--- src/rtl/line_burst_adapter.sv ---
// Whole-line to multi-beat burst adapter between the L2 side and physical memory.
// Define POSTED_WRITE_EN to acknowledge writes on acceptance and drain the burst afterwards.
module line_burst_adapter #(
    parameter int unsigned s_offset = 5,
    parameter int unsigned s_line   = 256,
    parameter int unsigned s_beat   = 64
) (
    input  logic              clk,
    input  logic              rst_n,
    input  logic              line_read,
    input  logic              line_write,
    input  logic [31:0]       line_address,
    input  logic [s_line-1:0] line_wdata,
    output logic              line_resp,
    output logic [s_line-1:0] line_rdata,
    output logic              pmem_read,
    output logic              pmem_write,
    output logic [31:0]       pmem_address,
    output logic [s_beat-1:0] pmem_wdata,
    input  logic [s_beat-1:0] pmem_rdata,
    input  logic              pmem_resp
);

    localparam int unsigned N  = s_line / s_beat;
    localparam int unsigned CW = (N > 1) ? $clog2(N) : 1;
    localparam logic [CW-1:0] LAST_BEAT = CW'(N - 1);
    localparam logic [31:0]   ADDR_MASK = ~((32'd1 << s_offset) - 32'd1);

    typedef enum logic [2:0] {
        IDLE,
        READ,
        WRITE,
        RESP
`ifdef POSTED_WRITE_EN
        , DRAIN
`endif
    } state_e;

    state_e            state_q, state_d;
    logic [CW-1:0]     cnt_q, cnt_d;
    logic [31:0]       addr_q, addr_d;
    logic [s_line-1:0] buf_q, buf_d;
    logic [s_line-1:0] rdata_q, rdata_d;
`ifdef POSTED_WRITE_EN
    logic              first_q, first_d;
`endif

    always_ff @(posedge clk or negedge rst_n) begin
        if (!rst_n) begin
            state_q <= IDLE;
            cnt_q   <= '0;
            addr_q  <= '0;
            buf_q   <= '0;
            rdata_q <= '0;
`ifdef POSTED_WRITE_EN
            first_q <= 1'b0;
`endif
        end else begin
            state_q <= state_d;
            cnt_q   <= cnt_d;
            addr_q  <= addr_d;
            buf_q   <= buf_d;
            rdata_q <= rdata_d;
`ifdef POSTED_WRITE_EN
            first_q <= first_d;
`endif
        end
    end

    // The beat buffer doubles as write-line capture and read reassembly;
    // line_rdata only updates when a read's final beat lands.
    always_comb begin
        state_d    = state_q;
        cnt_d      = cnt_q;
        addr_d     = addr_q;
        buf_d      = buf_q;
        rdata_d    = rdata_q;
        line_resp  = 1'b0;
        pmem_read  = 1'b0;
        pmem_write = 1'b0;
`ifdef POSTED_WRITE_EN
        first_d    = 1'b0;
`endif
        case (state_q)
            IDLE: begin
                if (line_write) begin
                    addr_d = line_address & ADDR_MASK;
                    buf_d  = line_wdata;
                    cnt_d  = '0;
`ifdef POSTED_WRITE_EN
                    first_d = 1'b1;
                    state_d = DRAIN;
`else
                    state_d = WRITE;
`endif
                end else if (line_read) begin
                    addr_d  = line_address & ADDR_MASK;
                    cnt_d   = '0;
                    state_d = READ;
                end
            end
            READ: begin
                pmem_read = 1'b1;
                if (pmem_resp) begin
                    buf_d[s_beat*cnt_q +: s_beat] = pmem_rdata;
                    cnt_d = cnt_q + 1'b1;
                    if (cnt_q == LAST_BEAT) begin
                        rdata_d = buf_d;
                        state_d = RESP;
                    end
                end
            end
            WRITE: begin
                pmem_write = 1'b1;
                if (pmem_resp) begin
                    cnt_d = cnt_q + 1'b1;
                    if (cnt_q == LAST_BEAT) begin
                        state_d = RESP;
                    end
                end
            end
            RESP: begin
                line_resp = 1'b1;
                state_d   = IDLE;
            end
`ifdef POSTED_WRITE_EN
            DRAIN: begin
                pmem_write = 1'b1;
                line_resp  = first_q;
                if (pmem_resp) begin
                    cnt_d = cnt_q + 1'b1;
                    if (cnt_q == LAST_BEAT) begin
                        state_d = IDLE;
                    end
                end
            end
`endif
            default: begin
                state_d = IDLE;
            end
        endcase
    end

    assign line_rdata   = rdata_q;
    assign pmem_address = addr_q;
    assign pmem_wdata   = buf_q[s_beat*cnt_q +: s_beat];

endmodule

--- config.mk ---
export PLATFORM = sky130hd
export DESIGN_NAME = line_burst_adapter
export DESIGN_NICKNAME = d
export VERILOG_FILES = /design/src/rtl/line_burst_adapter.sv
export SDC_FILE = /design/constraint.sdc
export NUM_CORES = 1
export LEC_CHECK = 0
export ABC_AREA = 1
export CORE_AREA = 2 2 275 277
export CTS_CLUSTER_DIAMETER = 200
export CTS_CLUSTER_SIZE = 24
export DETAILED_ROUTE_END_ITERATION = 16
export DIE_AREA = 0 0 277 279
export GPL_ROUTABILITY_DRIVEN = 0
export PLACE_DENSITY = 0.74
export SLEW_MARGIN = 5
export SYNTH_ARGS = -nofsm -noshare
export SYNTH_HDL_FRONTEND = slang
export SYNTH_SLANG_ARGS = --single-unit
--- constraint.sdc ---
create_clock -name clk -period 3.1 [get_ports clk]
set_input_delay 0.465 -clock clk [delete_from_list [all_inputs] [get_ports clk]]
set_output_delay 0.465 -clock clk [all_outputs]
set_load 0.005 [all_outputs]
==> impl_metrics.toml, run 1 <==
[pwr]
p_comb_frac = 0.593
ir_drop_v = 0.00116
sw_frac_of_total = 0.465
power.switching_uw = 19400
powerDensity_nw_per_um2 = 1080
power.internal_uw = 22400
seq_power_share = 0.312
fin_total_pwr_uw = 41800
p_clk_frac = 0.095
leakage_uw = 0.0185

[timing]
hold_viol = 0
setup_viol = 0
drv_slew = 0
tns_ns = 0
maxSlewHeadroom = 0.192
grt_setup_unrepaired = "no"
period_needed_ns = 3.07
finClkSkew_ns = 0.0345
whs_ns = 0.364
setup_ws_ns = 0.0289
tightest_slew_ns = 1.21
post-route-period-util = 0.991
max_freq_mhz = 326

[critical_path]
critical_path_arrival_ns = 2.61
crit_chain = "inv_6, buf_12, nor2_1, o22ai_1, clkdlybuf4s50_1"
worstPathMaxFanout = 40
crit_path_end_kind = "output port"
r2r-end = "line_rdata[31]"
slowest_delay_ns = 0.57
rrSetupSlack_ns = 0.46
cpLargestDelayFamily = "buffers and inverters"
reg2regPathDepth = 9
worstSetupPathType = "flop to output port"
crit-reg2reg-launch = "cnt_q[0]"
required_ns = 2.63
worst-path-buf-inv = 3
critPathSlowestCell = "dfrtp_4"
cp-start-kind = "flop"

[job]
maxCapViolations = 0

[yosys]
syn_area_um2 = 29800
ys_types = 21
synth_top_area_frac = 0.457
yosysSeqAreaShare = 0.457
ys_ff_latch = 543
ys_top_cells_by_area = "dfrtp_1 46%, nand2_1 19%, nand3_1 11%"
yosys_warnings = 0
synth_cells = 4261
synth_area_per_cell_um2 = 6.99
yosys.area.top_type = "dfrtp_1"

[route]
drtPass1Iterations = 8
dr_wl_met2_um = 54200
first_iter_violations = 3578
vias_per_cell = 5.49
highest_layer = "met5"
dr_total_vias = 31600
drt-met1-wl_um = 45500
post-route-drc-count = 0
wl_um = 118000
wl_met3_um = 12100
routedWlPerCell_um = 20.5
ant_nets = 0

[cells_and_area]
syn2layout_area_growth_pct = 30.2
drive_gt1_frac = 0.0316
fin_nets = 5149

[clocking]
cts.sinks = 543
clk_path_buf_depth = 3
cts_root_buf = "clkbuf_16"
cts.htree.levels = 1
path_clk_slew_ns = 0.12
cts_tree = "done"
clock_latency_ns = 0.62
cts_buffers = 26

[floorplanning]
core.rowCount = 100
pin_count = 712
core_region_area_um2 = 74100
initial_core_util = 0.402
die_area_um2 = 77300
dieWidth_um = 277
die_h_um = 279

[global_route]
grt_pass1_vias = 30000
grt_pass1_wl_um = 179000
gr-total-overflow = 0
grt_max_degree = 167
antenna_found_initial = 13
grt.total_usage = 0.294

[place]
place_ws_ns = 0.574
hpwl_um = 77100
io_buffers = 701

[worst_hold_path]
hold_class = "primary input to asynchronous set/reset pin"

[outcome]
status = "finished, final reports clean"
## logic make-up after synthesis
family | Yosys count | synth area share
and+or+nand+nor | 2864 | 0.390
AOI/OAI and AO/OA | 391 | 0.0845
DFF | 543 | 0.457
buffers and inverters | 452 | 0.0644
other | 1 | 0.000126
adders and majority gates | 10 | 0.00420
## metal layers
metal	vias up	GRT usage
li1	14600	-
met1	14900	0.378
met2	1794	0.471
met3	334	0.0662
met4	14	0.143
met5	-	0
## metrics by stage
stage | util | instance area, um^2 | instances
3_5_place_dp | 0.512 | 37900 | 5719
5_1_grt | 0.523 | 38800 | 5758
3_3_place_gp | 0.512 | 37900 | 5719
4_1_cts | 0.522 | 38700 | 5750
6_report | 0.523 | 38800 | 5759
2_1_floorplan | - | 29800 | 4265
## layout by cell type, fill, tap and decap left out, types with 4 or more instances in the layout
master	instances
buf_12	35
buf_16	4
buf_4	52
clkbuf_16	28
clkdlybuf4s50_1	697
clkinv_2	5
conb_1	5
dfrtp_1	541
diode_2	7
ha_1	7
inv_1	135
nand2_1	1487
nand3_1	664
nor2_1	704
nor2_4	6
o21a_1	191
o21ai_0	134
o22ai_1	59
o22ai_2	5
## worst max-delay path by stage
stage | startpoint | to | slack (ns) | cells past startpoint
detailed placement | cnt_q[0] | pmem_wdata[42] | 0.57 | 5
global placement | cnt_q[0] | pmem_wdata[42] | 0.56 | 5
finish | cnt_q[0] | pmem_wdata[59] | 0.03 | 5
global route | cnt_q[0] | pmem_wdata[6] | 0.0008 | 5
floorplan | cnt_q[0] | buf_q[131] | 0.77 | 13
CTS | cnt_q[0] | pmem_wdata[44] | -0.03 | 5
## state kept, by name, indices dropped and copies added, names as in the netlist
signal and flops:
buf_q 256, line_rdata 256, pmem_address 27, cnt_q 2, state_q 2
## timing repair
item	in CTS	in global routing
hold endpoints to repair	49	0
buffers inserted	0	1
pin swaps	0	1
cloned	1	1
resized for setup	8	8
hold buffers	1	0
endpoints found under the setup margin	16	32
## synthesized netlist by cell type (all sizes together)
library cell,n
or2,2
ha,10
o21ai,134
dfrtp,543
nand2,1487
clkbuf,119
buf,189
nor2,710
nand3,665
o22ai,64
inv,144
o21a,191
conb,1
a21oi,2
## layout make-up
| class | instances | area [um^2] |
|---|---|---|
| clock buffer | 28 | 679 |
| timing repair buffer | 797 | 8310 |
| inverter | 144 | 552 |
| fill | 7026 | 35300 |
| sequential | 543 | 13600 |
| tap | 969 | 1210 |
| antenna | 7 | 17.5 |
| multi-input combinational | 3270 | 14400 |
| clock inverter | 1 | 11.3 |
## power groups by stage
stage / clock [uW] / sequential (uW) / combinational (uW)
6_report: 3980 / 13000 / 24800
5_1_grt: 4280 / 13400 / 26900
4_1_cts: 4050 / 13000 / 24400
3_5_place_dp: 0 / 13100 / 24200
3_3_place_gp: 0 / 13000 / 23900
2_1_floorplan: 0 / 12500 / 13300
Note: power is estimated with default switching activity, not from simulation.
==> inputs of run 2 (changes only) <==
--- a/config.mk
+++ b/config.mk
@@ -6,11 +6,11 @@
 export NUM_CORES = 1
 export LEC_CHECK = 0
 export ABC_AREA = 1
-export CORE_AREA = 2 2 275 277
+export CORE_AREA = 3 3 276 278
 export CTS_CLUSTER_DIAMETER = 200
 export CTS_CLUSTER_SIZE = 24
 export DETAILED_ROUTE_END_ITERATION = 16
-export DIE_AREA = 0 0 277 279
+export DIE_AREA = 0 0 279 281
 export GPL_ROUTABILITY_DRIVEN = 0
 export PLACE_DENSITY = 0.74
 export SLEW_MARGIN = 5
==> run 2 against run 1 <==
- total power hardly changed
- maximum frequency is 0.42% higher
- clock skew is 0.011 ns lower
- worst hold slack better by 0.015 ns
- final area is 0.57% higher
==> impl_metrics.toml, run 2 (synthesized netlist as in run 1, its figures left out) <==
[outcome]
status = "finished, final reports clean"

[cells_and_area]
finalNonFillerCells = 5780
layout_commonest_cell = "nand2_1"
drive_gt1_frac = 0.0352
most-common-layout-cells = "1,487 x nand2_1, 704 x nor2_1, 665 x clkdlybuf4s50_1"
fin_nets = 5168
syn2layout_area_growth_pct = 30.9
fill_cells = 7060

[critical_path]
slowest_delay_ns = 0.57
cpLargestDelayFamily = "buffers and inverters"
worstPathMaxFanout = 93
critPathSlowestCell = "clkdlybuf4s50_1"
critPathCapture = "pmem_wdata[40]"
rrSetupSlack_ns = 0.58
required_ns = 2.63
r2r-end = "buf_q[47]"
crit_chain = "buf_16, o21ai_0, o22ai_1, clkdlybuf4s50_1"
reg2regPathDepth = 9
cp-start-kind = "flop"
worstSetupPathType = "flop to output port"
critical_path_arrival_ns = 2.59
startpoint = "cnt_q[0]"
crit_path_end_kind = "output port"
worst-path-buf-inv = 2
crit-reg2reg-launch = "cnt_q[1]"
cp.depth = 4

[clocking]
cts_root_buf = "clkbuf_16"
cts.sinks = 543
clk_path_buf_depth = 3
cts.htree.levels = 1
path_clk_slew_ns = 0.11
cts_tree = "done"
clock_latency_ns = 0.61
cts_buffers = 26

[place]
io_buffers = 701
dp.cells = 5729
hpwl_um = 77600

[timing]
maxSlewHeadroom = 0.192
period_needed_ns = 3.06
finClkSkew_ns = 0.0233
max_freq_mhz = 327
whs_ns = 0.379
setup_viol = 0
drv_slew = 0
tightest_slew_ns = 1.21
hold_viol = 0
post-route-period-util = 0.986

[route]
wl_um = 117000
ant_nets = 0
first_iter_violations = 3457
drtPass1Iterations = 7
routedWlPerCell_um = 20.3
post-route-drc-count = 0
vias_per_cell = 5.51
dr_total_vias = 31900

[floorplanning]
core.rowCount = 100
dieWidth_um = 279
die_h_um = 281
die_area_um2 = 78400
core_region_area_um2 = 74200
pin_count = 712
initial_core_util = 0.401

[global_route]
grt_pass1_wl_um = 178000
antenna_found_initial = 10
grt_max_degree = 178
grt_pass1_vias = 30500
gr-total-overflow = 0
grt.total_usage = 0.289

[job]
maxCapViolations = 0

[pwr]
leakage_uw = 0.0188
powerDensity_nw_per_um2 = 1070
ir_drop_v = 0.00133

[worst_hold_path]
hold_class = "primary input to flop"
run 2: stage by stage:
step / area [um^2] / worst slack [ns] / utilization / TNS (ns) / total power, uW
2_1_floorplan: 29800 / 0.768 / - / 0 / 25800
3_3_place_gp: 38000 / 0.482 / 0.511 / 0 / 36800
3_5_place_dp: 38000 / 0.472 / 0.511 / 0 / 37300
4_1_cts: 38800 / -0.0102 / 0.523 / -0.0179 / 41600
5_1_grt: 39000 / -0.00491 / 0.525 / -0.00491 / 44800
6_report: 39000 / 0.0419 / 0.525 / 0 / 41800
run 2: worst register-to-register path, cell delays in order, from the launching register on:
cell and delay [ns]:
dfrtp_4 0.45, clkinv_2 0.10, buf_12 0.20, ha_4 0.23, clkinv_2 0.04, buf_4 0.89
nand2_1 0.24, nand3_1 0.14, nand2_1 0.08, nand2_1 0.08
run 2: how the worst min path moves through the flow:
stage	startpoint	end	slack (ns)	cells past startpoint
2_1_floorplan	rst_n	buf_q[0]	0.17	0
4_1_cts	line_address[16]	pmem_address[16]	0.34	3
5_1_grt	line_address[16]	pmem_address[16]	0.36	3
6_report	line_address[31]	pmem_address[31]	0.38	3
3_3_place_gp	line_rdata[151]	line_rdata[151]	0.46	2
3_5_place_dp	line_rdata[146]	line_rdata[146]	0.47	2
run 2: metal layers:
metal	global-route usage	vias up	wire length, um
met3	0.0720	315	13000
met2	0.466	1879	54000
met4	0.125	4	5550
met1	0.370	15000	44800
li1	-	14700	-
met5	0	-	24
run 2: cell type report:
class | count | area [um^2] | area share
multi-input cells | 3270 | 14400 | 0.369
well taps | 969 | 1210 | 0.0311
repair inverters | 1 | 8.76 | 0.000225
clock buffers | 29 | 683 | 0.0175
flip-flops and latches | 543 | 13600 | 0.349
inverters | 144 | 564 | 0.0145
diodes | 8 | 20.0 | 0.000514
repair buffers | 815 | 8510 | 0.218
clock inverters | 1 | 11.3 | 0.000289
run 2: power by group:
part	switching (uW)	internal (uW)	total (uW)
Sequential	2470	10500	13000
Clock	2380	1570	3950
Combinational	14600	10300	24900
run 2: timing repair:
item,CTS,global route
gates cloned,4,1
hold buffers,1,0
buffers inserted,5,2
gates resized for setup,28,21
hold endpoints to repair,49,0
pin swaps,8,9
setup endpoints to repair,55,29
